## src/rtl/rca_result_fifo_pkg.sv

```systemverilog
// Shared adder-side constants: FIFO depth default, pointer sizing, carry counter width.
package rca_result_fifo_pkg;

   localparam int unsigned FIFO_DEPTH_DEF = 4;
   localparam int unsigned CARRY_CNT_W    = 16;

   // Pointer width for a power-of-two FIFO depth
   function automatic int unsigned ptr_width(input int unsigned depth);
      return $clog2(depth);
   endfunction

endpackage

```

## src/rtl/rca_result_fifo.sv

```systemverilog
// Result FIFO behind the ripple-carry adder: buffers {cout,sum} words and counts carries.
// in_data is fed directly from rca_parameterized.final_sum by the enclosing level.
module rca_result_fifo
   import rca_result_fifo_pkg::*;
#(
   parameter int unsigned N     = 32,
   parameter int unsigned DEPTH = FIFO_DEPTH_DEF
) (
   input  logic                          clk,
   input  logic                          rst,
   input  logic                          clr,
   input  logic                          in_valid,
   input  logic [N:0]                    in_data,
   output logic                          in_ready,
   output logic                          out_valid,
   output logic [N:0]                    out_data,
   input  logic                          out_ready,
   output logic [ptr_width(DEPTH):0]     count,
   output logic [CARRY_CNT_W-1:0]        carry_cnt
);

   localparam int unsigned PW = ptr_width(DEPTH);
   localparam int unsigned CW = PW + 1;

   logic [N:0]             mem_q [DEPTH];
   logic [PW-1:0]          wr_ptr_q, wr_ptr_d;
   logic [PW-1:0]          rd_ptr_q, rd_ptr_d;
   logic [CW-1:0]          count_q, count_d;
   logic [CARRY_CNT_W-1:0] carry_q, carry_d;
   logic                   wr_en;
   logic                   rd_en;

   // Handshake flags derive only from registered occupancy
   assign in_ready  = (count_q != CW'(DEPTH));
   assign out_valid = (count_q != CW'(0));
   assign out_data  = mem_q[rd_ptr_q];
   assign count     = count_q;
   assign carry_cnt = carry_q;

   assign wr_en = in_valid && in_ready;
   assign rd_en = out_valid && out_ready;

   // Next-state for pointers, occupancy and carry counter; clr wins over traffic
   always_comb begin
      wr_ptr_d = wr_ptr_q;
      rd_ptr_d = rd_ptr_q;
      count_d  = count_q;
      carry_d  = carry_q;
      if (clr) begin
         wr_ptr_d = '0;
         rd_ptr_d = '0;
         count_d  = '0;
         carry_d  = '0;
      end else begin
         if (wr_en) wr_ptr_d = wr_ptr_q + PW'(1);
         if (rd_en) rd_ptr_d = rd_ptr_q + PW'(1);
         unique case ({wr_en, rd_en})
            2'b10:   count_d = count_q + CW'(1);
            2'b01:   count_d = count_q - CW'(1);
            default: count_d = count_q;
         endcase
         if (wr_en && in_data[N] && (carry_q != '1)) carry_d = carry_q + CARRY_CNT_W'(1);
      end
   end

   // Control state with asynchronous reset
   always_ff @(posedge clk or posedge rst) begin
      if (rst) begin
         wr_ptr_q <= '0;
         rd_ptr_q <= '0;
         count_q  <= '0;
         carry_q  <= '0;
      end else begin
         wr_ptr_q <= wr_ptr_d;
         rd_ptr_q <= rd_ptr_d;
         count_q  <= count_d;
         carry_q  <= carry_d;
      end
   end

   // Storage array, not reset; a flushed or reset cycle never writes it
   always_ff @(posedge clk) begin
      if (wr_en && !clr && !rst) mem_q[wr_ptr_q] <= in_data;
   end

endmodule

```

## config.mk

```make
export PLATFORM = sky130hd
export DESIGN_NAME = rca_result_fifo
export DESIGN_NICKNAME = d
export VERILOG_FILES = /design/src/rtl/rca_result_fifo_pkg.sv /design/src/rtl/rca_result_fifo.sv
export SDC_FILE = /design/constraint.sdc
export NUM_CORES = 1
export LEC_CHECK = 0
export CAP_MARGIN = 20
export CORE_ASPECT_RATIO = 0.75
export CORE_MARGIN = 2
export CORE_UTILIZATION = 30
export CTS_BUF_LIST = sky130_fd_sc_hd__clkbuf_2 sky130_fd_sc_hd__clkbuf_4 sky130_fd_sc_hd__clkbuf_8
export CTS_CLUSTER_DIAMETER = 50
export DETAILED_ROUTE_END_ITERATION = 8
export DONT_BUFFER_PORTS = 1
export PLACE_DENSITY = 0.49
export SYNTH_ARGS = -nofsm -noshare
export SYNTH_HDL_FRONTEND = slang
export SYNTH_SLANG_ARGS = --single-unit
export TNS_END_PERCENT = 20
```

## constraint.sdc

```tcl
create_clock -name clk -period 2.16 [get_ports clk]
set_clock_uncertainty 0.15 [all_clocks]
set_input_delay 0.216 -clock clk [delete_from_list [all_inputs] [get_ports clk]]
set_output_delay 0.216 -clock clk [all_outputs]
set_load 0.02 [all_outputs]
```

Word level (Yosys, flattened, before mapping)
Memories as Yosys holds them, arrays and structs flattened.
Index checks and enable logic that the tools add are counted.
{ "totals": {"mem_count": 1, "regBits": 23, "rom_bits": 0, "word_cells": 37, "latch_bits": 0, "ram_bits": 132, "output_inout_bits": 54, "input_bits": 38} }
{ "classes": {"n_addsub": 5, "mux": 10, "bitwise": 0, "div_mod_pow": 0, "eq_ne": 4, "mul": 0, "reduce_logical": 13, "order_cmp": 0, "shift": 0} }
{ "mem_list": {"columns": ["name", "depth", "word_bits", "rd", "rd_ports_with_merged_regs", "write_ports", "line_no", "text"], "rows": [
  ["mem_q", 4, 33, 1, 0, 1, "rca_result_fifo.sv:25", "logic [N:0] mem_q [DEPTH];"]
]} }
{ "op_table": {"columns": ["op", "count"], "rows": [
  ["$mux W16", 2],
  ["$add A16 B1 Y16 const B", 1],
  ["$ne A16 B16 Y1 const B", 1],
  ["$mux W2", 4],
  ["$logic_and A1 B1 Y1", 6],
  ["$pmux W3 S2", 1],
  ["$reduce_bool A2 Y1", 3],
  ["$reduce_bool A3 Y1", 2],
  ["$add A2 B1 Y2 const B", 2],
  ["$add A3 B1 Y3 const B", 1],
  ["$mux W3", 1],
  ["$ne A3 B3 Y1 const B", 1],
  ["$sub A3 B1 Y3 const B", 1],
  ["$eq A2 B1 Y1 const B", 1],
  ["$eq A2 B2 Y1 const B", 1],
  ["$logic_not A1 Y1", 2],
  ["$mux W1", 2]
]} }

Logic depth before layout (Yosys ltp)
Gate-level depths: netlist of the first run.
{ "logic_depth": {"ltp_word": 6, "ltp_mapped": 6, "mapped_depth_nobuf": 6} }

Worst setup path before layout of the first run
OpenSTA, ideal clock, no wires.
{ "synth_path": {"kind": "reg2reg", "start": "reg count_q[2], in the netlist count[2]", "end": "mem mem_q[1][0] in the netlist's numbering, enable pin", "stages_incl_launch_ff": 6, "period_less_slack_ns": 2.546, "setup_time_ns": 0.393, "arrival_time_ns": 2.003, "slack_ns": -0.386, "required_ns": 1.617, "n_path_buf": 0, "cell_sequence": "dfrtp_1 -> nor3b_2 -> inv_2 -> nand2_1 -> nor3_1 -> and2_1"} }
{ "synth_between": {"elab_chain_cells": 6} }
{ "synth_lines": {"columns": ["item", "line_no", "text"], "rows": [
  ["from (decl)", "rca_result_fifo.sv:28", "logic [CW-1:0] count_q, count_d;"],
  ["from (signal assigned)", "rca_result_fifo.sv:76", "count_q <= count_d;"],
  ["$ne A3 B3 Y1", "rca_result_fifo.sv:34", "assign in_ready = (count_q != CW'(DEPTH));"],
  ["net in_ready", "rca_result_fifo.sv:14", "output logic in_ready,"],
  ["$logic_and A1 B1 Y1", "rca_result_fifo.sv:40", "assign wr_en = in_valid && in_ready;"],
  ["$logic_and A1 B1 Y1 (2 in a row)", "rca_result_fifo.sv:83", "if (wr_en && !clr && !rst) mem_q[wr_ptr_q] <= in_data;"],
  ["$mux W1", "rca_result_fifo.sv:83", null],
  ["$mux W1 (not written as such)", "rca_result_fifo.sv:83", null],
  ["to (decl)", "rca_result_fifo.sv:25", null]
]} }
The timed path passes the listed nets, and every way through them passes these cells.

Worst setup path in the final report of the first run
{ "layout_path": {"start": "reg rd_ptr_q[0]", "end": "out out_data[15]"} }
{ "layout_between": {"elab_chain_cells": 1} }
{ "layout_lines": {"columns": ["item", "line_no", "text"], "rows": [
  ["from (decl)", "rca_result_fifo.sv:27", "logic [PW-1:0] rd_ptr_q, rd_ptr_d;"],
  ["from (signal assigned)", "rca_result_fifo.sv:75", "rd_ptr_q <= rd_ptr_d;"],
  ["$mem_v2 Z4 W33", null, null],
  ["to (decl)", "rca_result_fifo.sv:16", "output logic [N:0] out_data,"]
]} }
Every way passes these cells.

==> results of run 1 <==
[registers in the layout, summed over array words and instances (netlist names)]
register   count
count          3
carry_cnt     16
rd_ptr_q       2
mem_q        132
wr_ptr_q       2
[power by group through the flow]
stage          combinational, W  sequential [W]  clock, W
6_report                0.00167         0.00343   0.00236
5_1_grt                 0.00179         0.00344   0.00258
4_1_cts                 0.00171         0.00343   0.00246
3_5_place_dp            0.00157         0.00353         0
3_3_place_gp            0.00157         0.00352         0
2_1_floorplan           0.00117         0.00352         0
[logic make-up after synthesis]
group	share of synthesized area (%)
adders and majority gates	1.33
muxes	13.4
and+or+nand+nor	7.14
buffers and inverters	1.15
AOI/OAI and AO/OA	3.19
DFF	73.3
xor gates and xnor gates	0.425
[path summary, 6_finish.rpt]
kind	start	to	slack, ns
worst max-delay path	rd_ptr_q[0]	out_data[15]	0.09
worst min-delay path	in_valid	count[1]	0.08
worst max register to register	carry_cnt[8]	carry_cnt[15]	0.12
worst min register to register	wr_ptr_q[1]	wr_ptr_q[1]	0.44
max in group asynchronous	rst	carry_cnt[5]	1.14
min in group asynchronous	rst	wr_ptr_q[0]	0.15
[metrics by stage]
| stage | util (%) | instance area (um2) | total power (W) | setup WS (ns) | hold WS, ns |
|---|---|---|---|---|---|
| after detailed placement | 33.9 | 6850 | 0.00510 | 0.0650 | 0.0524 |
| after global routing | 38.0 | 7690 | 0.00781 | -0.00635 | 0.0433 |
| after global placement | 33.9 | 6850 | 0.00510 | 0.125 | 0.0486 |
| final | 38.0 | 7690 | 0.00746 | 0.0876 | 0.0763 |
| after floorplan | - | 6200 | 0.00468 | -0.0574 | 0.0679 |
| after CTS | 37.9 | 7660 | 0.00760 | 0.0307 | 0.0125 |
[final cells by class]
class                           instances  area share [%]
Multi-Input combinational cell        152            20.7
Clock inverter                         15            2.67
Inverter                                6           0.293
Timing Repair Buffer                   77            9.96
Tap cell                              258            4.20
Sequential cell                       155            59.1
Clock buffer                           17            3.04
[worst max-delay path, stage by stage, from the launching register on]
cell and delay (ns):
dfrtp_2 0.44, buf_12 0.20, mux4_2 0.62
[per-layer routing]
metal / wire length (um) / share of wire, %
met1: 6080 / 47
met2: 6000 / 47
met3: 611 / 4.8
met4: 170 / 1.3
met5: 0 / 0
[cell usage in the layout (no fill, tap or decap), types with 4 or more instances in the layout]
master and n:
inv_1 5, buf_4 32, nand2_1 9, ha_1 5, dlygate4sd3_1 37, a21oi_1 10, nor4_1 5, mux4_2 33
o21ai_0 5, nand3_1 6, nand4_1 4, nor3_1 7, clkbuf_8 17, buf_12 7, mux2_2 6, nor2_1 11
o31ai_1 5, edfxtp_1 132, inv_6 4, nor2b_1 6, dfrtp_1 21, and2_2 4, or4_1 7
[timing repair]
action	CTS	global route
hold buffers	37	0
buffers inserted	1	0
endpoints found under the setup margin	29	8
gates resized for setup	0	1
endpoints found under the hold margin	173	0
==> summary.txt, run 1 <==
Clock tree
  • Clock slew at reported path FFs: 0.09 ns
  • CTS root buf: clkbuf_8
  • CTS tree: built
  • CTS sink count: around 160
  • H-Tree Level Count: 4
  • Worst-skew pair later-pin latency: between 0.4 and 0.5 ns
  • Inserted Clock Buffers: 17
  • CTS Buffer Depth: 2

Yosys
  • Post-synth EDFFs: ~130
  • Main flop type after synthesis: edfxtp_1
  • Ranking of synthesized cells by area: edfxtp_1 64%, mux4_2 12%, dfrtp_1 9.3%, mux2_2 1.1%, ha_1 1.0%
  • Most common cell in the netlist: edfxtp_1
  • Synth Instances: around 330
  • Cell taking the most area after synthesis: edfxtp_1
  • Synth unique cells: 43
  • Register area share after synthesis: 73.3%
  • Avg Cell Area, Syn: 19.0 um2
  • YS warnings: 0
  • Post-Synthesis Net Count: about 370
  • Post-synth ARST share: ~15%
  • Yosys reg bits: approximately 160
  • Synth top area share: between 60% and 70%
  • Commonest cells in the netlist: 132 x edfxtp_1, 33 x mux4_2, 23 x dfrtp_1
  • Post-Syn Area: about 6200 um2

Setup path
  • CP arrival: 1.71 ns
  • Critical path type: reg -> out
  • Reg2reg path depth: 4
  • Critical path launch point type: register
  • CP endpoint kind: output pin
  • Top fanout value on the critical path: 15
  • CP required: roughly 1.8 ns

Detailed routing
  • 1st-pass router iterations: 4
  • Iter 0 DRT Violations: 202
  • Drt total wl: 12.9 mm
  • Vias per std cell: approximately 4.8
  • Wire length per cell: about 19 um
  • Routed vias: 3274
  • Routed Antenna Nets: 0
  • Drt drc: 0

Cells and area
  • Sequential Area: between 4000 and 5000 um2
  • Multi-input logic area: ~1600 um2
  • Area grow syn2layout: 24.2%
  • Antenna diodes: 0
  • Non-filler cells, final: 680
  • Share of layout cells above drive strength 1: 29.9%
  • Nets: 453
  • Fill cells: around 1900

Timing
  • Slew margin rel.: 61.6%
  • Achievable Freq: slightly below 500 MHz
  • Post-route setup TNS: 0 ns
  • Fin crit share: 95.9%
  • RSZ-0062 raised after global routing: true
  • Worst-Margin Slew: approximately 0.58 ns
  • Period minus WS final: roughly 2.1 ns
  • Hold Fails Final Rpt: 0
  • Slew Viols, Final: 0
  • Final Setup Violations: 0

Die
  • DIE AREA: around 22000 um2
  • Die H: approximately 130 um
  • Die X-Extent: 170 um
  • Io pins: roughly 90
  • Row cnt: 45
  • CORE AREA: roughly 20000 um2
  • Initial core utilization: 30.6%

Place
  • Placer Congestion: between 0.8 and 0.9
  • Placed cell count: about 600
  • PortBufs: 0
  • Detailed Place HPWL: 7.89 mm

Outcome
  • Outcome: finished clean

Power
  • Peak VDD IR: roughly 0.45 mV
  • Part of the power in registers: between 40% and 50%
  • Switching power: about 0.0022 W
  • Combinational share of power: about 22%
  • Cell Pwr Density: around 970 nW/um2
  • Internal Pwr Total: around 0.0053 W
  • Clock share of power: a little under a third
  • Leakage: between 2 and 3 nW
  • Sw Share: roughly 29%

Global route
  • First-pass GRT wire length: ~20 mm
  • Grt met1 use: 16.1%
  • M3 GR Usage: just over 4%
  • Total Routing Usage GR: about an eighth
  • Initial antenna violation count: 0
  • Largest net degree at the start of global routing: 35
  • GRT met2 Usage: 19.1%
  • Vias in the first global route: roughly 3400
  • Total congestion overflow: 0
  • Most used routing layer: met2

Job
  • Max-cap violations: 0

Min path
  • Worst hold path depth: 4
  • Hold WC Path Type: in -> reg
(Power assumes the default switching activity.)
==> run 2, diff against run 1 <==
RECOVER_POWER = 100   (was not set)
==> summary.txt, run 2 (same netlist as run 1, synthesis figures left out) <==
Setup path
  • CP arrival: about 1.7 ns
  • Critical path launch point type: register
  • CP required: approximately 1.8 ns
  • Critical path type: reg -> out
  • CP endpoint kind: output pin
  • Top fanout value on the critical path: 15

Die
  • Io pins: between 90 and 100
  • Initial core utilization: between 30% and 40%
  • Die H: ~130 um
  • DIE AREA: ~22000 um2
  • CORE AREA: between 20000 and 25000 um2
  • Row cnt: 45
  • Die X-Extent: roughly 170 um

Timing
  • Worst-Margin Slew: slightly below 0.6 ns
  • Slew Viols, Final: 0
  • Min Hold Slack: around 0.068 ns
  • Achievable Freq: slightly below 500 MHz
  • Fin crit share: between 90 and 100%
  • Period minus WS final: approximately 2.1 ns
  • Final Setup Violations: 0
  • Slew margin rel.: 61.3%
  • Final worst slack: 0.0886 ns
  • RSZ-0062 raised after global routing: true
  • Hold Fails Final Rpt: 0

Power
  • Internal Pwr Total: 0.00524 W
  • Power Total: between 0.007 and 0.008 W
  • Cell Pwr Density: 973 nW/um2
  • Leakage: approximately 2.5 nW
  • Combinational share of power: 22.0%
  • Part of the power in registers: 46.2%
  • Switching power: between 0.002 and 0.0025 W
  • Sw Share: 29.3%
  • Clock share of power: between 30% and 40%
  • Peak VDD IR: between 0.4 and 0.5 mV

Clock tree
  • Clock slew at reported path FFs: ~0.090 ns
  • CTS Buffer Depth: 2
  • Worst-skew pair later-pin latency: about 0.44 ns
  • H-Tree Level Count: 4
  • CTS sink count: ~160
  • CTS tree: built
  • CTS root buf: clkbuf_8
  • Inserted Clock Buffers: 17

Min path
  • Hold WC Path Type: in -> reg

Global route
  • Largest net degree at the start of global routing: 35
  • Total Routing Usage GR: between 10% and 20%
  • Total congestion overflow: 0
  • Vias in the first global route: around 3400
  • Initial antenna violation count: 0
  • First-pass GRT wire length: between 15 and 20 mm

Cells and area
  • Commonest non-fill, non-tap cells in the layout: 132 x edfxtp_1, 37 x dlygate4sd3_1, 33 x mux4_2, 21 x dfrtp_1
  • Leading cell type in the layout, fill and taps excluded: edfxtp_1
  • Nets: roughly 450
  • Biggest register: mem_q
  • Antenna diodes: 0
  • Max reg flops: about 130
  • Area grow syn2layout: 23.2%
  • Share of layout cells above drive strength 1: about a quarter

Detailed routing
  • Wire length per cell: between 15 and 20 um
  • Routed Antenna Nets: 0
  • Drt total wl: between 10 and 15 mm
  • Routed vias: 3291
  • Vias per std cell: 4.84
  • 1st-pass router iterations: 4
  • Drt drc: 0
  • Iter 0 DRT Violations: ~210

Place
  • Detailed Place HPWL: about 7.9 mm
  • Placer Congestion: 0.859
  • PortBufs: 0
  • Worst slack, placed: 0.0650 ns

Outcome
  • Outcome: finished clean

Job
  • Max-cap violations: 0
run 2: cell types whose count changed in the layout (fill, tap and decap cells not counted), moves of 2 or more:
cell      previous run  this run
and2_0               0         2
clkbuf_1             0        13
buf_4               32        17
and2_2               4         2
run 2: routing by layer:
| metal | global-route usage (%) | share of wire [%] | vias up |
|---|---|---|---|
| li1 | - | - | 1502 |
| met1 | 16.1 | 47 | 1706 |
| met2 | 19.1 | 47 | 71 |
| met3 | 4.15 | 5.2 | 12 |
| met4 | 3.72 | 1.3 | 0 |
| met5 | 0 | 0 | - |
run 2: worst paths after layout:
| check | start | end | slack, ns | cells past startpoint |
|---|---|---|---|---|
| max in group asynchronous | rst | carry_cnt[5] | 0.84 | 3 |
| worst max register to register | carry_cnt[8] | carry_cnt[15] | 0.13 | 4 |
| min in group asynchronous | rst | wr_ptr_q[0] | 0.16 | 2 |
| worst min register to register | wr_ptr_q[1] | wr_ptr_q[1] | 0.44 | 2 |
| worst min-delay path | in_valid | carry_cnt[14] | 0.07 | 3 |
| worst max-delay path | rd_ptr_q[0] | out_data[15] | 0.09 | 2 |
run 2: layout make-up:
cell class / count / area (um2)
fill: 1875 / 12600
clock buffer: 17 / 234
multi-input combinational: 152 / 1590
clock inverter: 15 / 205
tap: 258 / 323
timing repair buffer: 77 / 709
inverter: 6 / 22.5
sequential: 155 / 4540
run 2: worst max-delay path, stage by stage, from the launching register on:
cell and delay (ns):
dfrtp_2 0.44, buf_12 0.20, mux4_2 0.62
run 2: power groups by stage:
stage | registers, W | clock network [W] | logic (W)
2_1_floorplan | 0.00352 | 0 | 0.00117
5_1_grt | 0.00344 | 0.00258 | 0.00176
4_1_cts | 0.00343 | 0.00246 | 0.00171
6_report | 0.00343 | 0.00236 | 0.00163
3_5_place_dp | 0.00353 | 0 | 0.00157
3_3_place_gp | 0.00352 | 0 | 0.00157
run 2: what timing repair did:
action | in CTS | in global routing
hold buffers | 37 | 0
endpoints found under the hold margin | 173 | 0
gates resized for setup | 0 | 1
setup endpoints to repair | 29 | 8
buffers inserted | 1 | 0
run 2: stage by stage:
step	instance area (um2)	cells	TNS (ns)	util [%]
2_1_floorplan	6200	325	-7.63	-
3_3_place_gp	6850	609	0	33.9
3_5_place_dp	6850	609	0	33.9
4_1_cts	7660	679	0	37.9
5_1_grt	7630	680	-0.0236	37.7
6_report	7630	680	0	37.7
==> run 3, diff against run 2 <==
==> constraint.sdc (replaced) <==
create_clock -name clk -period 1.84 [get_ports clk]
set_clock_uncertainty 0.15 [all_clocks]
set_input_delay 0.184 -clock clk [delete_from_list [all_inputs] [get_ports clk]]
set_output_delay 0.184 -clock clk [all_outputs]
set_load 0.1 [all_outputs]
==> summary.txt, run 3 (same netlist as run 1, synthesis figures left out) <==
Global route
  • Initial antenna violation count: 0
  • Total congestion overflow: 0
  • Total Routing Usage GR: between 10% and 20%
  • Largest net degree at the start of global routing: 30
  • Vias in the first global route: between 3000 and 4000
  • First-pass GRT wire length: roughly 21 mm

Power
  • Internal Pwr Total: approximately 0.0071 W
  • Switching power: between 0.004 and 0.005 W
  • Leakage: ~3.1 nW
  • Sw Share: just over 40%
  • Peak VDD IR: ~1.4 mV
  • Cell Pwr Density: approximately 1300 nW/um2
  • Clock share of power: 21.0%
  • Combinational share of power: 45.2%
  • Part of the power in registers: between 30% and 40%

Clock tree
  • Inserted Clock Buffers: 17
  • H-Tree Level Count: 4
  • CTS tree: built
  • CTS Buffer Depth: 2
  • Worst-skew pair later-pin latency: 0.45 ns
  • CTS root buf: clkbuf_8
  • Clock slew at reported path FFs: ~0.1 ns
  • CTS sink count: approximately 160

Die
  • Initial core utilization: between 30% and 40%
  • Io pins: 92
  • Die H: 128 um
  • Die X-Extent: around 170 um
  • CORE AREA: 20200 um2
  • Row cnt: between 40 and 50
  • DIE AREA: 21800 um2

Cells and area
  • Area grow syn2layout: 45.0%
  • Nets: between 500 and 600
  • Multi-input logic area: roughly 1800 um2
  • Commonest non-fill, non-tap cells in the layout: 132 x edfxtp_1, 48 x buf_12, 38 x dlygate4sd3_1, 37 x buf_4, 33 x mux4_2
  • Max reg flops: between 100 and 150
  • Fill cells: approximately 1800
  • Biggest register: mem_q
  • Antenna diodes: 0
  • Sequential Area: 4570 um2
  • Leading cell type in the layout, fill and taps excluded: edfxtp_1
  • Non-filler cells, final: between 700 and 800
  • Share of layout cells above drive strength 1: approximately half

Setup path
  • CP arrival: between 1.5 and 2 ns
  • Critical path launch point type: register
  • Critical path type: reg -> out
  • CP endpoint kind: output pin
  • CP required: 1.51 ns
  • Top fanout value on the critical path: 5

Timing
  • Final Setup Violations: ~180
  • Period minus WS final: between 2 and 2.5 ns
  • Achievable Freq: 448 MHz
  • Hold Fails Final Rpt: 0
  • Slew margin rel.: between 40 and 50%
  • Slew Viols, Final: 0
  • Post-route setup TNS: -45.66 ns
  • Fin crit share: 121%
  • RSZ-0062 raised after global routing: true
  • Worst-Margin Slew: about 0.85 ns
  • Final worst slack: -0.390 ns

Detailed routing
  • 1st-pass router iterations: 4
  • Drt total wl: 13.8 mm
  • Routed Antenna Nets: 0
  • Iter 0 DRT Violations: approximately 230
  • Drt drc: 0
  • Routed vias: 3595
  • Vias per std cell: 4.75
  • Wire length per cell: 18.2 um

Outcome
  • Failing checks: setup timing
  • Outcome: finished, violations left

Place
  • Placed cell count: 675
  • Worst slack, placed: -0.279 ns
  • Detailed Place HPWL: approximately 8.9 mm
  • Placer Congestion: approximately 0.74
  • PortBufs: 0

Job
  • Max-cap violations: 0

Min path
  • Hold WC Path Type: in -> reg
[run 3: area by class of cell]
class                           instances  share of cell area, %
Tap cell                              258                   3.60
Sequential cell                       155                   51.0
Clock inverter                         15                   1.97
Multi-Input combinational cell        152                   19.5
Clock buffer                           17                   2.61
Timing Repair Buffer                  154                   21.1
Inverter                                6                  0.251
[run 3: power groups by stage]
stage / Sequential [W] / Clock (W) / Combinational, W
after CTS: 0.00407 / 0.00262 / 0.00535
final: 0.00405 / 0.00252 / 0.00542
after global routing: 0.00407 / 0.00276 / 0.00561
after detailed placement: 0.00414 / 0 / 0.00510
after global placement: 0.00413 / 0 / 0.00510
after floorplan: 0.00433 / 0 / 0.00314
[run 3: repair_timing]
item	4_1_cts	5_1_grt
hold endpoints to repair	178	0
pin swaps	17	10
gates resized for setup	35	15
buffers inserted	0	10
hold buffers	38	0
endpoints found under the setup margin	183	184
cloned	0	1
[run 3: routing by layer]
metal	vias to the layer above	share of wire, %	GRT usage [%]
met2	82	47	20.6
met5	-	0	0
li1	1660	-	-
met4	0	0.84	3.47
met1	1841	47	17.8
met3	12	5.1	5.04
[run 3: worst paths after layout]
| path | start | endpoint | slack (ns) | cells after the start |
|---|---|---|---|---|
| worst max-delay path | rd_ptr_q[0] | out_data[7] | -0.39 | 4 |
| worst min-delay path | clr | mem_q[3][30] | 0.08 | 3 |
| worst max register to register | count[0] | count[2] | -0.35 | 6 |
| worst min register to register | wr_ptr_q[1] | wr_ptr_q[1] | 0.43 | 2 |
| max in group asynchronous | rst | count[2] | 0.58 | 3 |
| min in group asynchronous | rst | carry_cnt[14] | 0.31 | 3 |
[run 3: through the flow]
stage / utilization (%) / hold slack (ns) / power [W] / cell area [um2]
6_report: 44.4 / 0.0820 / 0.0120 / 8970
5_1_grt: 44.4 / 0.0306 / 0.0124 / 8970
4_1_cts: 43.7 / 0.00306 / 0.0120 / 8840
3_5_place_dp: 39.0 / -0.0604 / 0.00925 / 7890
3_3_place_gp: 39.0 / -0.0758 / 0.00924 / 7890
2_1_floorplan: - / 0.0349 / 0.00747 / 6260
[run 3: critical path: stages, from the launching register on]
cell,delay [ns]
dfrtp_2,0.44
buf_12,0.13
clkbuf_16,0.15
mux4_2,0.53
buf_12,0.19
